`src/rtl/alu_issue_ctrl_if.sv`:
```
// Handshake, operand and ALU-strobe bundle between alu_issue_ctrl and its environment.
// slave = the issue controller, master = the requester/ALU/writeback side.
interface alu_issue_ctrl_if;
  logic        op_valid;
  logic        op_ready;
  logic [4:0]  opcode;
  logic [31:0] src_a;
  logic [31:0] src_b;
  logic [31:0] alu_a;
  logic [31:0] alu_b;
  logic        alu_add, alu_sub, alu_mul, alu_div, alu_shr, alu_shra, alu_shl;
  logic        alu_ror, alu_rol, alu_and, alu_or, alu_neg, alu_not;
  logic [63:0] alu_out;
  logic        res_valid;
  logic        res_ready;
  logic [31:0] z_hi;
  logic [31:0] z_lo;
  logic        res_div0;
  logic        err_illegal;

  modport slave (
    input  op_valid, opcode, src_a, src_b, alu_out, res_ready,
    output op_ready, alu_a, alu_b, alu_add, alu_sub, alu_mul, alu_div, alu_shr, alu_shra,
           alu_shl, alu_ror, alu_rol, alu_and, alu_or, alu_neg, alu_not,
           res_valid, z_hi, z_lo, res_div0, err_illegal
  );

  modport master (
    output op_valid, opcode, src_a, src_b, alu_out, res_ready,
    input  op_ready, alu_a, alu_b, alu_add, alu_sub, alu_mul, alu_div, alu_shr, alu_shra,
           alu_shl, alu_ror, alu_rol, alu_and, alu_or, alu_neg, alu_not,
           res_valid, z_hi, z_lo, res_div0, err_illegal
  );
endinterface

```
`src/rtl/alu_issue_ctrl.sv`:
```
// Issue/capture controller for the Mini SRC ALU: decode, strobe, wait, capture into Z.
// Optional divide-by-zero trap enabled by defining ALU_DIV0_TRAP_EN.
module alu_issue_ctrl #(
  parameter int unsigned MULDIV_WAIT = 4,
  parameter int unsigned SIMPLE_WAIT = 1
) (
  input  logic          clock,
  input  logic          clear,
  alu_issue_ctrl_if.slave bus
);

  typedef enum logic [1:0] {StIdle, StExec, StHold} state_e;

  // Strobe vector bit positions
  localparam int unsigned SAdd = 0, SSub = 1, SMul = 2, SDiv = 3, SShr = 4, SShra = 5;
  localparam int unsigned SShl = 6, SRor = 7, SRol = 8, SAnd = 9, SOr = 10, SNeg = 11;
  localparam int unsigned SNot = 12;

  localparam logic [3:0] MulDivCnt = 4'(MULDIV_WAIT);
  localparam logic [3:0] SimpleCnt = 4'(SIMPLE_WAIT);

  state_e      state_q, state_d;
  logic [3:0]  cnt_q, cnt_d;
  logic [31:0] a_q, a_d, b_q, b_d, zhi_q, zhi_d, zlo_q, zlo_d;
  logic [12:0] strobe_q, strobe_d;
  logic        res_valid_q, res_valid_d;
  logic        err_q, err_d;
  logic        div0_q, div0_d;
  logic        trap_q, trap_d;

  logic [12:0] dec_strobe;
  logic        legal;
  logic        is_muldiv;
  logic        trap_hit;

  always_comb begin
    dec_strobe = '0;
    legal      = 1'b1;
    case (bus.opcode)
      5'b00011, 5'b01100: dec_strobe[SAdd]  = 1'b1;
      5'b00100:           dec_strobe[SSub]  = 1'b1;
      5'b00101, 5'b01101: dec_strobe[SAnd]  = 1'b1;
      5'b00110, 5'b01110: dec_strobe[SOr]   = 1'b1;
      5'b00111:           dec_strobe[SShr]  = 1'b1;
      5'b01000:           dec_strobe[SShra] = 1'b1;
      5'b01001:           dec_strobe[SShl]  = 1'b1;
      5'b01010:           dec_strobe[SRor]  = 1'b1;
      5'b01011:           dec_strobe[SRol]  = 1'b1;
      5'b01111:           dec_strobe[SMul]  = 1'b1;
      5'b10000:           dec_strobe[SDiv]  = 1'b1;
      5'b10001:           dec_strobe[SNeg]  = 1'b1;
      5'b10010:           dec_strobe[SNot]  = 1'b1;
      default:            legal             = 1'b0;
    endcase
  end

  assign is_muldiv = dec_strobe[SMul] | dec_strobe[SDiv];

`ifdef ALU_DIV0_TRAP_EN
  assign trap_hit = dec_strobe[SDiv] && (bus.src_b == 32'd0);
`else
  assign trap_hit = 1'b0;
`endif

  always_comb begin
    state_d     = state_q;
    cnt_d       = cnt_q;
    a_d         = a_q;
    b_d         = b_q;
    zhi_d       = zhi_q;
    zlo_d       = zlo_q;
    strobe_d    = strobe_q;
    res_valid_d = res_valid_q;
    err_d       = 1'b0;
    div0_d      = div0_q;
    trap_d      = trap_q;
    unique case (state_q)
      StIdle: begin
        if (bus.op_valid) begin
          if (legal) begin
            a_d      = bus.src_a;
            b_d      = bus.src_b;
            // A trapped divide runs the full wait with the ALU left idle
            strobe_d = trap_hit ? '0 : dec_strobe;
            trap_d   = trap_hit;
            cnt_d    = is_muldiv ? MulDivCnt : SimpleCnt;
            state_d  = StExec;
          end else begin
            err_d = 1'b1;
          end
        end
      end
      StExec: begin
        if (cnt_q == 4'd1) begin
          if (trap_q) begin
            zhi_d = a_q;
            zlo_d = 32'hFFFF_FFFF;
          end else begin
            zhi_d = bus.alu_out[63:32];
            zlo_d = bus.alu_out[31:0];
          end
          div0_d      = trap_q;
          strobe_d    = '0;
          res_valid_d = 1'b1;
          cnt_d       = 4'd0;
          state_d     = StHold;
        end else begin
          cnt_d = cnt_q - 4'd1;
        end
      end
      StHold: begin
        if (bus.res_ready) begin
          res_valid_d = 1'b0;
          div0_d      = 1'b0;
          trap_d      = 1'b0;
          state_d     = StIdle;
        end
      end
      default: state_d = StIdle;
    endcase
  end

  always_ff @(posedge clock or posedge clear) begin
    if (clear) begin
      state_q     <= StIdle;
      cnt_q       <= '0;
      a_q         <= '0;
      b_q         <= '0;
      zhi_q       <= '0;
      zlo_q       <= '0;
      strobe_q    <= '0;
      res_valid_q <= 1'b0;
      err_q       <= 1'b0;
      div0_q      <= 1'b0;
      trap_q      <= 1'b0;
    end else begin
      state_q     <= state_d;
      cnt_q       <= cnt_d;
      a_q         <= a_d;
      b_q         <= b_d;
      zhi_q       <= zhi_d;
      zlo_q       <= zlo_d;
      strobe_q    <= strobe_d;
      res_valid_q <= res_valid_d;
      err_q       <= err_d;
      div0_q      <= div0_d;
      trap_q      <= trap_d;
    end
  end

  assign bus.op_ready    = (state_q == StIdle) && !clear;
  assign bus.alu_a       = a_q;
  assign bus.alu_b       = b_q;
  assign bus.z_hi        = zhi_q;
  assign bus.z_lo        = zlo_q;
  assign bus.res_valid   = res_valid_q;
  assign bus.res_div0    = div0_q;
  assign bus.err_illegal = err_q;
  assign bus.alu_add     = strobe_q[SAdd];
  assign bus.alu_sub     = strobe_q[SSub];
  assign bus.alu_mul     = strobe_q[SMul];
  assign bus.alu_div     = strobe_q[SDiv];
  assign bus.alu_shr     = strobe_q[SShr];
  assign bus.alu_shra    = strobe_q[SShra];
  assign bus.alu_shl     = strobe_q[SShl];
  assign bus.alu_ror     = strobe_q[SRor];
  assign bus.alu_rol     = strobe_q[SRol];
  assign bus.alu_and     = strobe_q[SAnd];
  assign bus.alu_or      = strobe_q[SOr];
  assign bus.alu_neg     = strobe_q[SNeg];
  assign bus.alu_not     = strobe_q[SNot];

endmodule

```
`src/flat_wrapper.sv`:
```
// flat-port wrapper written by rule: the top's interface ports become plain ports
module alu_issue_ctrl_flat 
#(
  parameter int unsigned MULDIV_WAIT = 4,
  parameter int unsigned SIMPLE_WAIT = 1
)
  (clock, clear, bus_op_valid, bus_opcode, bus_src_a, bus_src_b, bus_alu_out, bus_res_ready, bus_op_ready, bus_alu_a, bus_alu_b, bus_alu_add, bus_alu_sub, bus_alu_mul, bus_alu_div, bus_alu_shr, bus_alu_shra, bus_alu_shl, bus_alu_ror, bus_alu_rol, bus_alu_and, bus_alu_or, bus_alu_neg, bus_alu_not, bus_res_valid, bus_z_hi, bus_z_lo, bus_res_div0, bus_err_illegal);
  alu_issue_ctrl_if bus_i ();
  input  logic clock;
  input  logic clear;
  input wire logic [$bits(bus_i.op_valid)-1:0] bus_op_valid;
  input wire logic [$bits(bus_i.opcode)-1:0] bus_opcode;
  input wire logic [$bits(bus_i.src_a)-1:0] bus_src_a;
  input wire logic [$bits(bus_i.src_b)-1:0] bus_src_b;
  input wire logic [$bits(bus_i.alu_out)-1:0] bus_alu_out;
  input wire logic [$bits(bus_i.res_ready)-1:0] bus_res_ready;
  output wire logic [$bits(bus_i.op_ready)-1:0] bus_op_ready;
  output wire logic [$bits(bus_i.alu_a)-1:0] bus_alu_a;
  output wire logic [$bits(bus_i.alu_b)-1:0] bus_alu_b;
  output wire logic [$bits(bus_i.alu_add)-1:0] bus_alu_add;
  output wire logic [$bits(bus_i.alu_sub)-1:0] bus_alu_sub;
  output wire logic [$bits(bus_i.alu_mul)-1:0] bus_alu_mul;
  output wire logic [$bits(bus_i.alu_div)-1:0] bus_alu_div;
  output wire logic [$bits(bus_i.alu_shr)-1:0] bus_alu_shr;
  output wire logic [$bits(bus_i.alu_shra)-1:0] bus_alu_shra;
  output wire logic [$bits(bus_i.alu_shl)-1:0] bus_alu_shl;
  output wire logic [$bits(bus_i.alu_ror)-1:0] bus_alu_ror;
  output wire logic [$bits(bus_i.alu_rol)-1:0] bus_alu_rol;
  output wire logic [$bits(bus_i.alu_and)-1:0] bus_alu_and;
  output wire logic [$bits(bus_i.alu_or)-1:0] bus_alu_or;
  output wire logic [$bits(bus_i.alu_neg)-1:0] bus_alu_neg;
  output wire logic [$bits(bus_i.alu_not)-1:0] bus_alu_not;
  output wire logic [$bits(bus_i.res_valid)-1:0] bus_res_valid;
  output wire logic [$bits(bus_i.z_hi)-1:0] bus_z_hi;
  output wire logic [$bits(bus_i.z_lo)-1:0] bus_z_lo;
  output wire logic [$bits(bus_i.res_div0)-1:0] bus_res_div0;
  output wire logic [$bits(bus_i.err_illegal)-1:0] bus_err_illegal;
  assign bus_i.op_valid = bus_op_valid;
  assign bus_i.opcode = bus_opcode;
  assign bus_i.src_a = bus_src_a;
  assign bus_i.src_b = bus_src_b;
  assign bus_i.alu_out = bus_alu_out;
  assign bus_i.res_ready = bus_res_ready;
  assign bus_op_ready = bus_i.op_ready;
  assign bus_alu_a = bus_i.alu_a;
  assign bus_alu_b = bus_i.alu_b;
  assign bus_alu_add = bus_i.alu_add;
  assign bus_alu_sub = bus_i.alu_sub;
  assign bus_alu_mul = bus_i.alu_mul;
  assign bus_alu_div = bus_i.alu_div;
  assign bus_alu_shr = bus_i.alu_shr;
  assign bus_alu_shra = bus_i.alu_shra;
  assign bus_alu_shl = bus_i.alu_shl;
  assign bus_alu_ror = bus_i.alu_ror;
  assign bus_alu_rol = bus_i.alu_rol;
  assign bus_alu_and = bus_i.alu_and;
  assign bus_alu_or = bus_i.alu_or;
  assign bus_alu_neg = bus_i.alu_neg;
  assign bus_alu_not = bus_i.alu_not;
  assign bus_res_valid = bus_i.res_valid;
  assign bus_z_hi = bus_i.z_hi;
  assign bus_z_lo = bus_i.z_lo;
  assign bus_res_div0 = bus_i.res_div0;
  assign bus_err_illegal = bus_i.err_illegal;
  alu_issue_ctrl #(.MULDIV_WAIT(MULDIV_WAIT), .SIMPLE_WAIT(SIMPLE_WAIT)) u_core (.clock(clock), .clear(clear), .bus(bus_i));
endmodule
```
`config.mk`:
```
export PLATFORM = sky130hd
export DESIGN_NAME = alu_issue_ctrl_flat
export DESIGN_NICKNAME = d
export VERILOG_FILES = /design/src/rtl/alu_issue_ctrl_if.sv /design/src/rtl/alu_issue_ctrl.sv /design/src/flat_wrapper.sv
export SDC_FILE = /design/constraint.sdc
export NUM_CORES = 1
export LEC_CHECK = 0
export BUFFER_PORTS_ARGS = -buffer_cell sky130_fd_sc_hd__buf_2
export CAP_MARGIN = 0
export CORE_ASPECT_RATIO = 0.6
export CORE_UTILIZATION = 35
export CTS_CLUSTER_SIZE = 10
export DETAILED_ROUTE_END_ITERATION = 7
export PLACE_DENSITY = 0.67
export SLEW_MARGIN = 40
export SYNTH_ARGS = -nofsm -noshare
export SYNTH_HDL_FRONTEND = slang
export SYNTH_SLANG_ARGS = --single-unit
```
`constraint.sdc`:
```
create_clock -name clock -period 4.4 [get_ports clock]
set_input_delay 0.22 -clock clock [delete_from_list [all_inputs] [get_ports clock]]
set_output_delay 0.22 -clock clock [all_outputs]
set_load 0.005 [all_outputs]
```
==> run summary, run 1 <==
design area = 0.00810 mm2
Clock Skew = 0.0106 ns
post-synth design cell area = 0.00588 mm2
iteration count of the initial detailed-routing pass = 4
initial DRC count = 164
fin worst setup slack = 1.89 ns
Final Setup Violations = 0
first-pass GRT wire length = 21.7 mm
setup TNS = 0 ns
Post-Synthesis Cells = 388
fillcell total = 1460
Critical Path Fanout Max = 44
CTS sink count = 149
Reg-to-Reg Start = u_core.cnt_q[1]
number of synthesized flops with an enable pin = 0
vias in the first global route = 4120
num rows = 36
io pins = 282
max-cap violation count = 0
Area growth syn-to-layout = 37.9%
Multi-input gate area = 0.00203 mm2
final core occ = 49.7%
crit end category = flip-flop
pin count of the biggest net entering global routing = 111
HPWL Detailed = 10.5 mm
total global routing overflow = 0
Critical Path RT = 4.71 ns
worst-margin pin slew = 0.734 ns
PwrDens = 700 mW/mm2
IO buf count = 280
H-Tree Depth = 4
count leader, synth = dfrtp_1
CTS Buf Count = 17
HP Start = bus_src_a[1]
status = complete, no violations
Peak VDD IR = 0.375 mV
Synth Area in Compound Gates = 3.77%
post-synth top area cell = dfrtp_1
Initial Util = 36.0%
dpl ws = 1.84 ns
Synth cell types = 44
synthesized-area fraction occupied by and/or/nand/nor cells = 4.92%
Die ar. = 0.0173 mm2
mux cell area share after synthesis = 24.9%
kind of start point of the critical path = flip-flop
# diodes = 0
Post-Synth XOR/XNOR Area = 0.149%
routability cong. = 0.779
Final period util = 57.0%
post-synth top area share = 63.5%
via/cell ratio = 4.58
critical path class = reg -> reg
Max clock buf depth = 2
# Post-CTS Setup Buffers = 0
Final Max Slew Viols = 0
CP startpoint = u_core.cnt_q[1]
unrepaired setup endpoints after global routing = false
max_slew headroom = 50.0%
Detail Route Antenna Nets = 0
Synth Register Bits = 149
worst skew pair latency = 0.42 ns
WL/cell = 15.7 um
clk slew on worst S/H paths = 0.07 ns
largest family of logic cells by synthesized area = multiplexers
Post-DP Area = 0.00751 mm2
register area = 0.00373 mm2
Layout Nets = 809
Top FF cell, synth = dfrtp_1
share of cells above drive strength 1 = 64.9%
vias = 4175
synth top area cells = dfrtp_1 63%, mux2_2 23%, o31ai_1 1.1%, mux2_1 1.1%, nand3_1 1.1%
Syn. warnings = 0
die width = 169 um
clock root buffer master = clkbuf_16
Remaining DRCs = 0
syn avg cell area = 15.1 um2
most frequent cells after synthesis = 149 x dfrtp_1, 122 x mux2_2, 13 x nand3_1, 11 x buf_2, 9 x o31ai_1
fmax = 0.399 GHz
TritonCTS clock tree = done
Lkg Pwr = 3.99 nW
HP Class = in -> reg
ys async rst share = 100%
fin crit period = 2.51 ns
Syn Nets = 527
hold_ws = 0.0203 ns
GR Util All Layers = 16.4%
initial antenna violation count = 0
Die Y = 102 um
final hold violations = 0
final WL = 14.3 mm
worst path arrival time = 2.81 ns
core region area = 0.0163 mm2
sequential area share after synthesis = 63.5%
Post-Synth Adder-Cell Area = 0.426%
layout make-up:
cell class              instances  area share, %
repair buffers                286           18.3
well taps                     228           3.52
flip-flops and latches        149           46.0
clock buffers                  18           5.42
multi-input cells             213           25.0
clock inverters                14           1.45
inverters                       3          0.293
timing repair:
action                                 CTS  global route
setup endpoints to repair                0             0
hold buffers                             3             0
gates resized for setup                  0             0
endpoints found under the hold margin   70             0
per-stage QoR:
stage	total power [W]	instances
6_report	0.00567	911
4_1_cts	0.00575	911
2_1_floorplan	0.00340	388
3_3_place_gp	0.00424	875
3_5_place_dp	0.00435	876
5_1_grt	0.00606	911
cells in the final DEF (no fill, tap or decap), drive strengths merged, types with 2 or more instances in the layout:
master and count:
or3b 2, clkbuf 18, nand3 13, clkinv 6
o31ai 9, nand2 6, nor2 7, a21oi 3
mux2i 2, o2bb2ai 3, nor4b 2, nand2b 8
nor2b 3, ha 2, dfrtp 149, mux2 128
dlygate4sd3 3, clkinvlp 2, nor3 2, o41ai 3
and3 2, inv 9, buf 283
path summary, 6_finish.rpt:
kind                                       end  slack, ns  cells past startpoint
max in group asynchronous      u_core.cnt_q[3]       3.00                      4
min reg2reg                 u_core.strobe_q[2]       0.47                      1
max                         u_core.strobe_q[1]       1.89                      7
min                        u_core.bus.alu_a[1]       0.02                      2
min in group asynchronous   u_core.strobe_q[1]       0.44                      3
max reg2reg                 u_core.strobe_q[1]       1.89                      7
layer usage:
metal / GRT usage (%) / vias to the layer above / share of wire [%]
met5: 0 / - / 0
met4: 5.20 / 0 / 0.80
met3: 7.63 / 10 / 9.6
met2: 25.5 / 183 / 46
met1: 20.5 / 2036 / 43
li1: - / 1946 / -
cell families (layout without fill, tap and decap cells):
group                    after synthesis  in the layout
flip-flops                           149            149
adder cells (fa/ha/maj)                2              2
AO/OA/AOI/OAI                         27             27
other                                  1              1
AND/OR/NAND/NOR                       52             52
XOR/XNOR                               1              1
multiplexers                         130            130
buffers and inverters                 26            321
worst max-delay path: stages, from the launching register on:
cell      delay [ns]
dfrtp_1         0.39
inv_1           0.08
ha_1            0.15
or3b_1          0.39
nand2b_4        0.39
buf_12          0.32
and2_1          0.31
o41ai_1         0.38
report_power, final:
group,leakage [nW],total [W],switching (W),internal [W]
Combinational,1.93,0.00193,0.000807,0.00112
Sequential,1.79,0.00237,0.000348,0.00203
Clock,0.272,0.00137,0.000613,0.000753
Total,3.99,0.00567,0.00177,0.00390
sequential cells by signal, indices dropped and copies added (netlist names):
signal / cells
u_core.bus.z_hi: 32
u_core.bus.alu_a: 32
u_core.bus.alu_b: 32
u_core.bus.res_valid: 1
u_core.bus.z_lo: 32
u_core.state_q: 2
u_core.bus.err_illegal: 1
u_core.cnt_q: 4
u_core.strobe_q: 13
Note: power is estimated with default switching activity, not from simulation.
==> run 2: changes to the inputs <==
==> constraint.sdc (replaced) <==
create_clock -name clock -period 2.2 [get_ports clock]
set_input_delay 0.11 -clock clock [delete_from_list [all_inputs] [get_ports clock]]
set_output_delay 0.11 -clock clock [all_outputs]
set_load 0.005 [all_outputs]
==> run 2 against run 1 <==
Compared with the run above: register-to-register slack got worse by 1.7 ns; final area rose by 16%; worst hold slack better by 0.0092 ns; sequential power rose by 100%; clock skew is 0.0043 ns lower; cell count grew 14%; total power is 100% higher; core utilization is 7.8 points higher.
==> run summary, run 2 (synthesized netlist as in run 1, its figures left out) <==
status = complete, no violations (unchanged)
CTS Buf Count = 17 (unchanged)
worst path arrival time = 2.33 ns (was 2.81 ns)
reg2reg setup slack = 0.16 ns (was 1.89 ns)
pin count of the biggest net entering global routing = 90 (was 111)
commonest cells after routing, fill and taps aside = 280 x buf_2, 149 x dfrtp_1, 130 x dlygate4sd3_1 (was 280 x buf_2, 149 x dfrtp_1, 122 x mux2_2)
initial DRC count = 215 (was 164)
Area growth syn-to-layout = 59.6% (was 37.9%)
Final Setup Violations = 0 (unchanged)
dpl ws = 0.193 ns (was 1.84 ns)
crit end category = flip-flop (unchanged)
final core occ = 57.5% (was 49.7%)
PwrDens = 1230 mW/mm2 (was 700 mW/mm2)
commonest non-fill, non-tap cell in the layout = buf_2 (unchanged)
Die ar. = 0.0173 mm2 (unchanged)
fmax = 0.490 GHz (was 0.399 GHz)
die width = 169 um (unchanged)
max_slew headroom = 62.4% (was 50.0%)
Layout Nets = 939 (was 809)
unrepaired setup endpoints after global routing = false (unchanged)
Die Y = 102 um (unchanged)
TritonCTS clock tree = done (unchanged)
Detail Route Antenna Nets = 0 (unchanged)
H-Tree Depth = 4 (unchanged)
Final period util = 92.8% (was 57.0%)
HP Class = in -> reg (unchanged)
Lkg Pwr = 4.51 nW (was 3.99 nW)
WL/cell = 15.5 um (was 15.7 um)
Critical Path RT = 2.49 ns (was 4.71 ns)
num rows = 36 (unchanged)
WHS Endpoint = u_core.strobe_q[4] (was u_core.bus.alu_a[1])
io pins = 282 (unchanged)
total global routing overflow = 0 (unchanged)
Final Max Slew Viols = 0 (unchanged)
GR Util All Layers = 18.6% (was 16.4%)
Max clock buf depth = 2 (unchanged)
fillcell total = 1319 (was 1460)
routability cong. = 0.818 (was 0.779)
Initial Util = 36.0% (unchanged)
Remaining DRCs = 0 (unchanged)
Reg2Reg Depth = 5 (was 7)
Critical R2R Capture = u_core.bus.z_hi[10] (was u_core.strobe_q[1])
worst skew pair latency = 0.42 ns (about the same)
clk slew on worst S/H paths = 0.06 ns (was 0.07 ns)
critical path class = reg -> reg (unchanged)
share of cells above drive strength 1 = 54.6% (was 64.9%)
HP Start = bus_opcode[3] (was bus_src_a[1])
worst-margin pin slew = 0.564 ns (was 0.734 ns)
Reg-to-Reg Start = u_core.cnt_q[0] (was u_core.cnt_q[1])
fin worst setup slack = 0.158 ns (was 1.89 ns)
setup TNS = 0 ns (unchanged)
vias = 4728 (was 4175)
core region area = 0.0163 mm2 (unchanged)
Hold Path Depth = 2 (unchanged)
vias in the first global route = 4881 (was 4120)
final WL = 16.1 mm (was 14.3 mm)
initial antenna violation count = 0 (unchanged)
max-cap violation count = 0 (unchanged)
via/cell ratio = 4.55 (was 4.58)
Peak VDD IR = 0.682 mV (was 0.375 mV)
Critical Path Fanout Max = 47 (was 44)
iteration count of the initial detailed-routing pass = 4 (unchanged)
final hold violations = 0 (unchanged)
fin crit period = 2.04 ns (was 2.51 ns)
clock root buffer master = clkbuf_16 (unchanged)
Clock Skew = 0.00624 ns (was 0.0106 ns)
# diodes = 0 (unchanged)
CTS sink count = 149 (unchanged)
HPWL Detailed = 10.3 mm (was 10.5 mm)
first-pass GRT wire length = 24.7 mm (was 21.7 mm)
IO buf count = 280 (unchanged)
kind of start point of the critical path = flip-flop (unchanged)
-- run 2: cell count changes in the layout (fill, tap and decap cells not counted), sizes merged, moves of 2 or more --
cell,previous run,this run
dlygate4sd3,3,130
inv,9,4
buf,283,286
clkinvlp,2,5
clkinv,6,4
-- run 2: final cells by class --
cell class                 instances  area [um2]  area share [%]
tap                              228         285            3.04
timing repair buffer             416        2770            29.6
inverter                           3        15.0           0.160
multi-input combinational        213        2030            21.6
clock buffer                      19         443            4.72
clock inverter                    11         105            1.12
sequential                       149        3730            39.8
-- run 2: worst max-delay path: stages (launching register included) --
cell and delay, ns:
dfrtp_1 0.43, ha_1 0.23, or3b_1 0.20, nand2b_4 0.14, buf_4 0.46, mux2_2 0.43
-- run 2: where the power goes --
part | switching, W | internal (W) | total (W)
clock network | 0.00112 | 0.00158 | 0.00270
registers | 0.000721 | 0.00405 | 0.00477
logic | 0.00166 | 0.00239 | 0.00405
total | 0.00351 | 0.00802 | 0.0115
-- run 2: per-layer routing --
metal | GRT usage [%] | wire length [um] | share of wire (%) | vias up
li1 | - | - | - | 2203
met4 | 7.00 | 248 | 1.5 | 0
met5 | 0 | 0 | 0 | -
met1 | 22.2 | 6810 | 42 | 2307
met2 | 31.1 | 7780 | 48 | 195
met3 | 7.01 | 1310 | 8.1 | 23
-- run 2: per-stage QoR --
stage                     hold slack, ns  instances  total power [W]  instance area [um2]
after floorplan                    0.217        388          0.00680                 5880
final                             0.0296       1039           0.0115                 9380
after global routing              0.0174       1039           0.0123                 9380
after detailed placement           0.256        879          0.00866                 7530
after CTS                        0.00144       1039           0.0116                 9380
after global placement             0.256        879          0.00847                 7530
-- run 2: worst max-delay path by stage --
stage / startpoint / to
2_1_floorplan: clear / u_core.bus.alu_a[0]
3_3_place_gp: u_core.cnt_q[0] / u_core.bus.z_lo[7]
3_5_place_dp: u_core.cnt_q[1] / u_core.strobe_q[1]
4_1_cts: u_core.cnt_q[1] / u_core.strobe_q[1]
5_1_grt: u_core.state_q[1] / u_core.strobe_q[1]
6_report: u_core.cnt_q[0] / u_core.bus.z_hi[10]
-- run 2: timing repair --
item	in CTS	in global routing
hold buffers	130	0
buffers inserted	0	0
resized for setup	0	0
endpoints found under the hold margin	240	0
